===== config.mk =====
export PLATFORM = sky130hd
export DESIGN_NAME = vball_vram_arbiter_flat
export DESIGN_NICKNAME = d
export VERILOG_FILES = /design/src/rtl/vball_vram_arbiter_if.sv /design/src/rtl/vball_vram_arbiter.sv /design/src/flat_wrapper.sv
export SDC_FILE = /design/constraint.sdc
export NUM_CORES = 1
export LEC_CHECK = 0
export BUFFER_PORTS_ARGS = -buffer_cell sky130_fd_sc_hd__buf_2
export CAP_MARGIN = 20
export CORE_ASPECT_RATIO = 0.7
export CORE_MARGIN = 2
export CORE_UTILIZATION = 40
export DETAILED_ROUTE_END_ITERATION = 7
export PLACE_DENSITY = 0.75
export SKIP_CTS_REPAIR_TIMING = 1
export SLEW_MARGIN = 40
export SYNTH_ARGS = -nofsm -noshare
export SYNTH_HDL_FRONTEND = slang
export SYNTH_SLANG_ARGS = --single-unit
export TNS_END_PERCENT = 1

===== constraint.sdc =====
create_clock -name clk -period 3.8 [get_ports clk]
set_clock_uncertainty 0.05 [all_clocks]
set_input_delay 0.95 -clock clk [delete_from_list [all_inputs] [get_ports clk]]
set_output_delay 0.95 -clock clk [all_outputs]
set_load 0.01 [all_outputs]

===== src/rtl/vball_vram_arbiter_if.sv =====
// Bus bundle for the VRAM arbiter: CPU requester, tile-fetcher requester and RAM port.
// The master side is the system (requesters and RAM); the slave side is the arbiter.
interface vball_vram_arbiter_if #(
    parameter int AW = 13,
    parameter int DW = 8
);
    logic          cpu_req;
    logic          cpu_we;
    logic [AW-1:0] cpu_addr;
    logic [DW-1:0] cpu_din;
    logic          cpu_ack;
    logic [DW-1:0] cpu_dout;

    logic          vid_req;
    logic [AW-1:0] vid_addr;
    logic          vid_valid;
    logic [DW-1:0] vid_dout;

    logic [AW-1:0] ram_addr;
    logic          ram_we;
    logic [DW-1:0] ram_din;
    logic [DW-1:0] ram_dout;

    modport master (
        output cpu_req, cpu_we, cpu_addr, cpu_din,
        output vid_req, vid_addr,
        output ram_dout,
        input  cpu_ack, cpu_dout, vid_valid, vid_dout,
        input  ram_addr, ram_we, ram_din
    );

    modport slave (
        input  cpu_req, cpu_we, cpu_addr, cpu_din,
        input  vid_req, vid_addr,
        input  ram_dout,
        output cpu_ack, cpu_dout, vid_valid, vid_dout,
        output ram_addr, ram_we, ram_din
    );
endinterface


===== src/rtl/vball_vram_arbiter.sv =====
// Shares one single-port synchronous VRAM between the CPU and the background tile fetcher.
// Optional CPU starvation guard: define VBALL_VRAM_GUARD_EN.
module vball_vram_arbiter #(
    parameter int AW = 13,
    parameter int DW = 8
`ifdef VBALL_VRAM_GUARD_EN
    ,
    parameter int MAX_WAIT = 6
`endif
) (
    input  logic                 clk,
    input  logic                 reset,
    input  logic                 i_hb,
    input  logic                 i_vb,
    vball_vram_arbiter_if.slave  bus
);

    // Owner tag travelling down the pipeline; also encodes "slot empty" and read/write.
    typedef enum logic [1:0] {
        OWN_NONE   = 2'd0,
        OWN_CPU_RD = 2'd1,
        OWN_CPU_WR = 2'd2,
        OWN_VID    = 2'd3
    } owner_e;

    owner_e        w_grant;
    owner_e        r_s1_own;
    owner_e        r_s2_own;

    logic          w_display;
    logic          w_cpu_elig;
    logic          w_vid_elig;
    logic          w_cpu_force;
    logic          w_cpu_grant;
    logic          w_vid_grant;

    logic          r_cpu_busy;
    logic          r_vid_busy;

    logic [AW-1:0] r_ram_addr;
    logic          r_ram_we;
    logic [DW-1:0] r_ram_din;

    logic          r_cpu_ack;
    logic          r_vid_valid;
    logic [DW-1:0] r_cpu_dout;
    logic [DW-1:0] r_vid_dout;

    assign w_display  = !i_hb && !i_vb;
    assign w_cpu_elig = bus.cpu_req && !r_cpu_busy;
    assign w_vid_elig = bus.vid_req && !r_vid_busy;

`ifdef VBALL_VRAM_GUARD_EN
    localparam logic [3:0] WAIT_LIM = 4'(MAX_WAIT);

    logic [3:0] r_wait_cnt;

    assign w_cpu_force = (r_wait_cnt >= WAIT_LIM);

    always_ff @(posedge clk) begin
        if (reset) begin
            r_wait_cnt <= '0;
        end else if (!bus.cpu_req || w_cpu_grant) begin
            r_wait_cnt <= '0;
        end else if (w_cpu_elig && (r_wait_cnt != 4'hF)) begin
            r_wait_cnt <= r_wait_cnt + 4'd1;
        end
    end
`else
    assign w_cpu_force = 1'b0;
`endif

    // NOTE: every signal written in always_comb gets a default first so no latch is inferred.
    always_comb begin
        w_grant = OWN_NONE;
        if (w_cpu_elig && (w_cpu_force || !w_display || !w_vid_elig)) begin
            w_grant = bus.cpu_we ? OWN_CPU_WR : OWN_CPU_RD;
        end else if (w_vid_elig) begin
            w_grant = OWN_VID;
        end
    end

    assign w_cpu_grant = (w_grant == OWN_CPU_RD) || (w_grant == OWN_CPU_WR);
    assign w_vid_grant = (w_grant == OWN_VID);

    // NOTE: sequential state uses non-blocking assignments so every register samples pre-edge values.
    always_ff @(posedge clk) begin
        if (reset) begin
            r_s1_own    <= OWN_NONE;
            r_s2_own    <= OWN_NONE;
            r_ram_addr  <= '0;
            r_ram_we    <= 1'b0;
            r_ram_din   <= '0;
            r_cpu_ack   <= 1'b0;
            r_vid_valid <= 1'b0;
            r_cpu_dout  <= '0;
            r_vid_dout  <= '0;
        end else begin
            r_s1_own <= w_grant;
            r_s2_own <= r_s1_own;
            r_ram_we <= (w_grant == OWN_CPU_WR);

            if (w_cpu_grant) begin
                r_ram_addr <= bus.cpu_addr;
                r_ram_din  <= bus.cpu_din;
            end else if (w_vid_grant) begin
                r_ram_addr <= bus.vid_addr;
            end

            // RAM sampled the address one edge ago; its output is valid now.
            r_cpu_ack   <= (r_s2_own == OWN_CPU_RD) || (r_s2_own == OWN_CPU_WR);
            r_vid_valid <= (r_s2_own == OWN_VID);
            if (r_s2_own == OWN_CPU_RD) begin
                r_cpu_dout <= bus.ram_dout;
            end
            if (r_s2_own == OWN_VID) begin
                r_vid_dout <= bus.ram_dout;
            end
        end
    end

    // Busy drops on the edge that sees the completion pulse high, so a requester still
    // holding req from the finished access cannot be granted a second time.
    always_ff @(posedge clk) begin
        if (reset) begin
            r_cpu_busy <= 1'b0;
            r_vid_busy <= 1'b0;
        end else begin
            if (w_cpu_grant) begin
                r_cpu_busy <= 1'b1;
            end else if (r_cpu_ack) begin
                r_cpu_busy <= 1'b0;
            end

            if (w_vid_grant) begin
                r_vid_busy <= 1'b1;
            end else if (r_vid_valid) begin
                r_vid_busy <= 1'b0;
            end
        end
    end

    assign bus.ram_addr  = r_ram_addr;
    assign bus.ram_we    = r_ram_we;
    assign bus.ram_din   = r_ram_din;
    assign bus.cpu_ack   = r_cpu_ack;
    assign bus.cpu_dout  = r_cpu_dout;
    assign bus.vid_valid = r_vid_valid;
    assign bus.vid_dout  = r_vid_dout;

endmodule


===== src/flat_wrapper.sv =====
// flat-port wrapper written by rule: the top's interface ports become plain ports
module vball_vram_arbiter_flat 
#(
    parameter int AW = 13,
    parameter int DW = 8

)
  (clk, reset, i_hb, i_vb, bus_cpu_req, bus_cpu_we, bus_cpu_addr, bus_cpu_din, bus_vid_req, bus_vid_addr, bus_ram_dout, bus_cpu_ack, bus_cpu_dout, bus_vid_valid, bus_vid_dout, bus_ram_addr, bus_ram_we, bus_ram_din);
  vball_vram_arbiter_if #(.AW(AW), .DW(DW)) bus_i ();
  input  logic clk;
  input  logic reset;
  input  logic i_hb;
  input  logic i_vb;
  input wire logic [$bits(bus_i.cpu_req)-1:0] bus_cpu_req;
  input wire logic [$bits(bus_i.cpu_we)-1:0] bus_cpu_we;
  input wire logic [$bits(bus_i.cpu_addr)-1:0] bus_cpu_addr;
  input wire logic [$bits(bus_i.cpu_din)-1:0] bus_cpu_din;
  input wire logic [$bits(bus_i.vid_req)-1:0] bus_vid_req;
  input wire logic [$bits(bus_i.vid_addr)-1:0] bus_vid_addr;
  input wire logic [$bits(bus_i.ram_dout)-1:0] bus_ram_dout;
  output wire logic [$bits(bus_i.cpu_ack)-1:0] bus_cpu_ack;
  output wire logic [$bits(bus_i.cpu_dout)-1:0] bus_cpu_dout;
  output wire logic [$bits(bus_i.vid_valid)-1:0] bus_vid_valid;
  output wire logic [$bits(bus_i.vid_dout)-1:0] bus_vid_dout;
  output wire logic [$bits(bus_i.ram_addr)-1:0] bus_ram_addr;
  output wire logic [$bits(bus_i.ram_we)-1:0] bus_ram_we;
  output wire logic [$bits(bus_i.ram_din)-1:0] bus_ram_din;
  assign bus_i.cpu_req = bus_cpu_req;
  assign bus_i.cpu_we = bus_cpu_we;
  assign bus_i.cpu_addr = bus_cpu_addr;
  assign bus_i.cpu_din = bus_cpu_din;
  assign bus_i.vid_req = bus_vid_req;
  assign bus_i.vid_addr = bus_vid_addr;
  assign bus_i.ram_dout = bus_ram_dout;
  assign bus_cpu_ack = bus_i.cpu_ack;
  assign bus_cpu_dout = bus_i.cpu_dout;
  assign bus_vid_valid = bus_i.vid_valid;
  assign bus_vid_dout = bus_i.vid_dout;
  assign bus_ram_addr = bus_i.ram_addr;
  assign bus_ram_we = bus_i.ram_we;
  assign bus_ram_din = bus_i.ram_din;
  vball_vram_arbiter #(.AW(AW), .DW(DW)) u_core (.clk(clk), .reset(reset), .i_hb(i_hb), .i_vb(i_vb), .bus(bus_i));
endmodule

# [Word-level counts from Yosys, hierarchy flattened]
# Index checks and enable logic that the tools add are counted.
[totals] regBits=46 input_bits=49 out_inout_bits=40 word_cells=42
[classes] eq_ne=6 mux=9 n_reduce_logical=16
[ops] op="2-to-1 mux 13 bit" count=2
[ops] op="equality test 2 bit (second input constant)" count=4
[ops] op="zero test 1 bit" count=6
[ops] op="2-to-1 mux 2 bit" count=3
[ops] op="nonzero test 2 bit" count=3
[ops] op="equality test 2 x 1 -> 1 bit (second input constant)" count=2
[ops] op="logical AND 1 bit" count=4
[ops] op="2-to-1 mux 1 bit" count=4
[ops] op="logical OR 1 bit" count=3

# [Longest topological paths before layout]
[depth] depth_word=9 depth_mapped=9

# [Least setup slack after synthesis]
# No wires, ideal clock.
[synth_path] kind="input to register" from="in bus_cpu_req" to="reg u_core.r_ram_addr[7] (netlist: u_core.bus.ram_addr[7])" arrival_ps=2461 t_required_ps=3625 setup_slack_ps=1164 stages=9 path_buffers=3 path_cell_list="nor2b_1 > buf_6 > o311a_1 > or2_1 > ha_1 > buf_4 > buf_2 > mux2i_1 > a211oi_2"
[synth_between] elab_chain_len=6
[synth_rtl] element="start, declared" line="flat_wrapper.sv:14" text="input wire logic [$bits(bus_i.cpu_req)-1:0] bus_cpu_req;"
[synth_rtl] element="logical AND 1 bit *" line="vball_vram_arbiter.sv:50" text="assign w_cpu_elig = bus.cpu_req && !r_cpu_busy;"
[synth_rtl] element="logical AND 1 bit *" line="vball_vram_arbiter.sv:76" text="if (w_cpu_elig && (w_cpu_force || !w_display || !w_vid_elig)) begin"
[synth_rtl] element="2-to-1 mux 2 bit *" line="vball_vram_arbiter.sv:76"
[synth_rtl] element="equality test 2 x 1 -> 1 bit / equality test 2 bit (equally long branches)" line="vball_vram_arbiter.sv:83" text="assign w_cpu_grant = (w_grant == OWN_CPU_RD) || (w_grant == OWN_CPU_WR);"
[synth_rtl] element="logical OR 1 bit" line="vball_vram_arbiter.sv:83"
[synth_rtl] element="2-to-1 mux 13 bit / nonzero test 2 bit (equally long branches)"
[synth_rtl] element="end signal, assigned" line="vball_vram_arbiter.sv:104" text="r_ram_addr <= bus.cpu_addr;"
[synth_rtl] element="end signal, assigned" line="vball_vram_arbiter.sv:107" text="r_ram_addr <= bus.vid_addr;"
[synth_rtl] element="end, declared" line="vball_vram_arbiter.sv:40" text="logic [AW-1:0] r_ram_addr;"
# Every way passes the cells marked *; elsewhere a longest branch is shown, timed or not.
# A chain may end at the register's enable or synchronous reset.

# [Worst setup path in the final report]
[layout_path] from="in bus_cpu_req" to="reg u_core.r_ram_addr[3] (netlist: u_core.bus.ram_addr[3])"
# Same word-level chain as after synthesis.

==> metrics.csv <==
metric;value;unit
drtIter0Drc;45;
utilization;0.544;
avgSynthCellArea;10.7;sq um
synth.cell_area;1870;sq um
core;4400;sq um
end_kind;flop;
most-common-layout-cells;buf_2, dfxtp_1, mux2i_1, nor2_1, nor3_1;
mostFrequentLayoutCell;buf_2;
dp.cells;307;
grt_max_degree;47;
track_usage;0.145;
n_antenna_cell;0;
cts_buffer_depth;2;
max_freq;378;MHz
synth_seq_cells;46;
status;finished clean;
synth-main-ff-cell;dfxtp_1;
fin_nets;312;
dp_hpwl;2890;um
vias;1480;
drv_slew;0;
path_max_fanout;22;
leakage;1.16;nW
nFillCells;415;
grt_pass1_vias;1332;
htree_levels;2;
drive_above_1_share;0.425;
routed_wl;3950;um
ys_types;20;
antenna_found_initial;0;
numPortBuffers;88;
wl_per_cell;12.6;um
drcViolationCount;0;
period_needed;2.64;ns
ys_seq_area_frac;0.494;
stdcell_count;314;
slew_headroom;0.618;
path_clk_slew;0.08;ns
start_util;0.424;
place_ws;0.861;ns
fp.dieW;85.6;um
cts.sinks;46;
hold_viol_final;0;
cp.required;3.90;ns
grt_pass1_wl;5930;um
cts_buffers;5;
io_pins;89;
hold_class;reg2reg;
worst_slack;1.16;ns
setup_violations;0;
ir_drop;0.315;mV
drv_cap;0;
synth_warnings;0;
die_h;61.1;um
netlist_instances;175;
tns;0;ns
gp_congestion;0.699;
drt-pass1-iter-count;4;
worst_slew_pin_slew;0.573;ns
fin_crit_sh;0.695;
rows;20;
async_flop_share;0;
fin_total_pwr;1.19;mW
ant_nets;0;
power.density;498;nW/um^2
cts_root_buf;clkbuf_8;
overflow;0;
syn_nets;228;
synth_edf_count;0;
area_delta_synth_final;28.4;%
crit_path_start_kind;input pin;
arrival;2.75;ns
cts_tree;built;
rsz0062_at_grt;no;
dieArea;5230;sq um
crit_type;in2reg;
viasPerCell;4.71;
clk_latency;0.29;ns
## registers in the layout, indices dropped and copies added, names as in the netlist, 2 cells and up
register             flops
u_core.r_s2_own          2
u_core.bus.cpu_dout      8
u_core.bus.ram_din       8
u_core.bus.ram_addr     13
u_core.r_s1_own          2
u_core.bus.vid_dout      8
## layer usage
metal	wire length, um	share of wire	track usage	up-vias
met5	0	0	0	-
met4	34	0.0086	0.0408	0
met3	292	0.074	0.0442	4
met2	1750	0.44	0.232	54
met1	1870	0.47	0.193	652
li1	-	-	-	770
## cell usage after synthesis, types with 2 or more instances
cell type	number	area (sq um)
dfxtp_1	46	921
mux2i_1	37	370
nor2_1	29	109
nor3_1	15	75.1
a211oi_2	10	125
buf_2	7	35.0
nor2b_1	5	31.3
ha_1	4	50.1
a211oi_1	3	22.5
inv_1	3	11.3
a21oi_1	2	10.0
buf_4	2	15.0
buf_6	2	22.5
clkbuf_1	2	7.51
nand2b_1	2	12.5
o311a_1	2	20.0
## power by group
group	internal, mW	switching, mW
logic	0.165	0.186
clock network	0.124	0.153
registers	0.539	0.0259
## critical path, stage by stage
cell and delay, ns:
buf_2 0.08, nor2b_1 0.30, nor2_1 0.15, or2_1 0.25, ha_1 0.28, buf_4 0.35, mux2i_1 0.28, a211oi_2 0.10
## stage by stage
step | cell area [sq um] | hold slack [ns]
3_5_place_dp | 2320 | 0.370
5_1_grt | 2390 | 0.408
3_3_place_gp | 2310 | 0.370
4_1_cts | 2390 | 0.392
2_1_floorplan | 1870 | 0.364
6_report | 2390 | 0.385
## layout make-up
type,instances,area [sq um],area share
inverters,3,11.3,0.00470
well taps,55,68.8,0.0287
multi-input cells,112,850,0.355
repair buffers,91,465,0.194
clock inverters,2,10.0,0.00418
clock buffers,5,68.8,0.0287
flip-flops and latches,46,921,0.385
## logic make-up (layout without fill, tap and decap cells)
kind of cell    count (synthesis)  in the layout  synth area share
flops                          46             46             0.494
mux                            37             37             0.199
fa+ha+maj                       4              4            0.0268
compound gates                 17             17            0.0952
simple gates                   54             54             0.135
buf+inv                        17            101            0.0510
## path summary, 6_finish.rpt
| path | start | to | slack (ns) | cells past startpoint |
|---|---|---|---|---|
| max | bus_cpu_req | u_core.bus.ram_addr[3] | 1.16 | 8 |
| min | u_core.r_s1_own[1] | u_core.r_s2_own[1] | 0.38 | 1 |
| max reg2reg | u_core.r_vid_busy | u_core.bus.ram_addr[3] | 1.57 | 7 |
| min reg2reg | u_core.r_s1_own[1] | u_core.r_s2_own[1] | 0.38 | 1 |
Power figures use the tool's default switching activity.
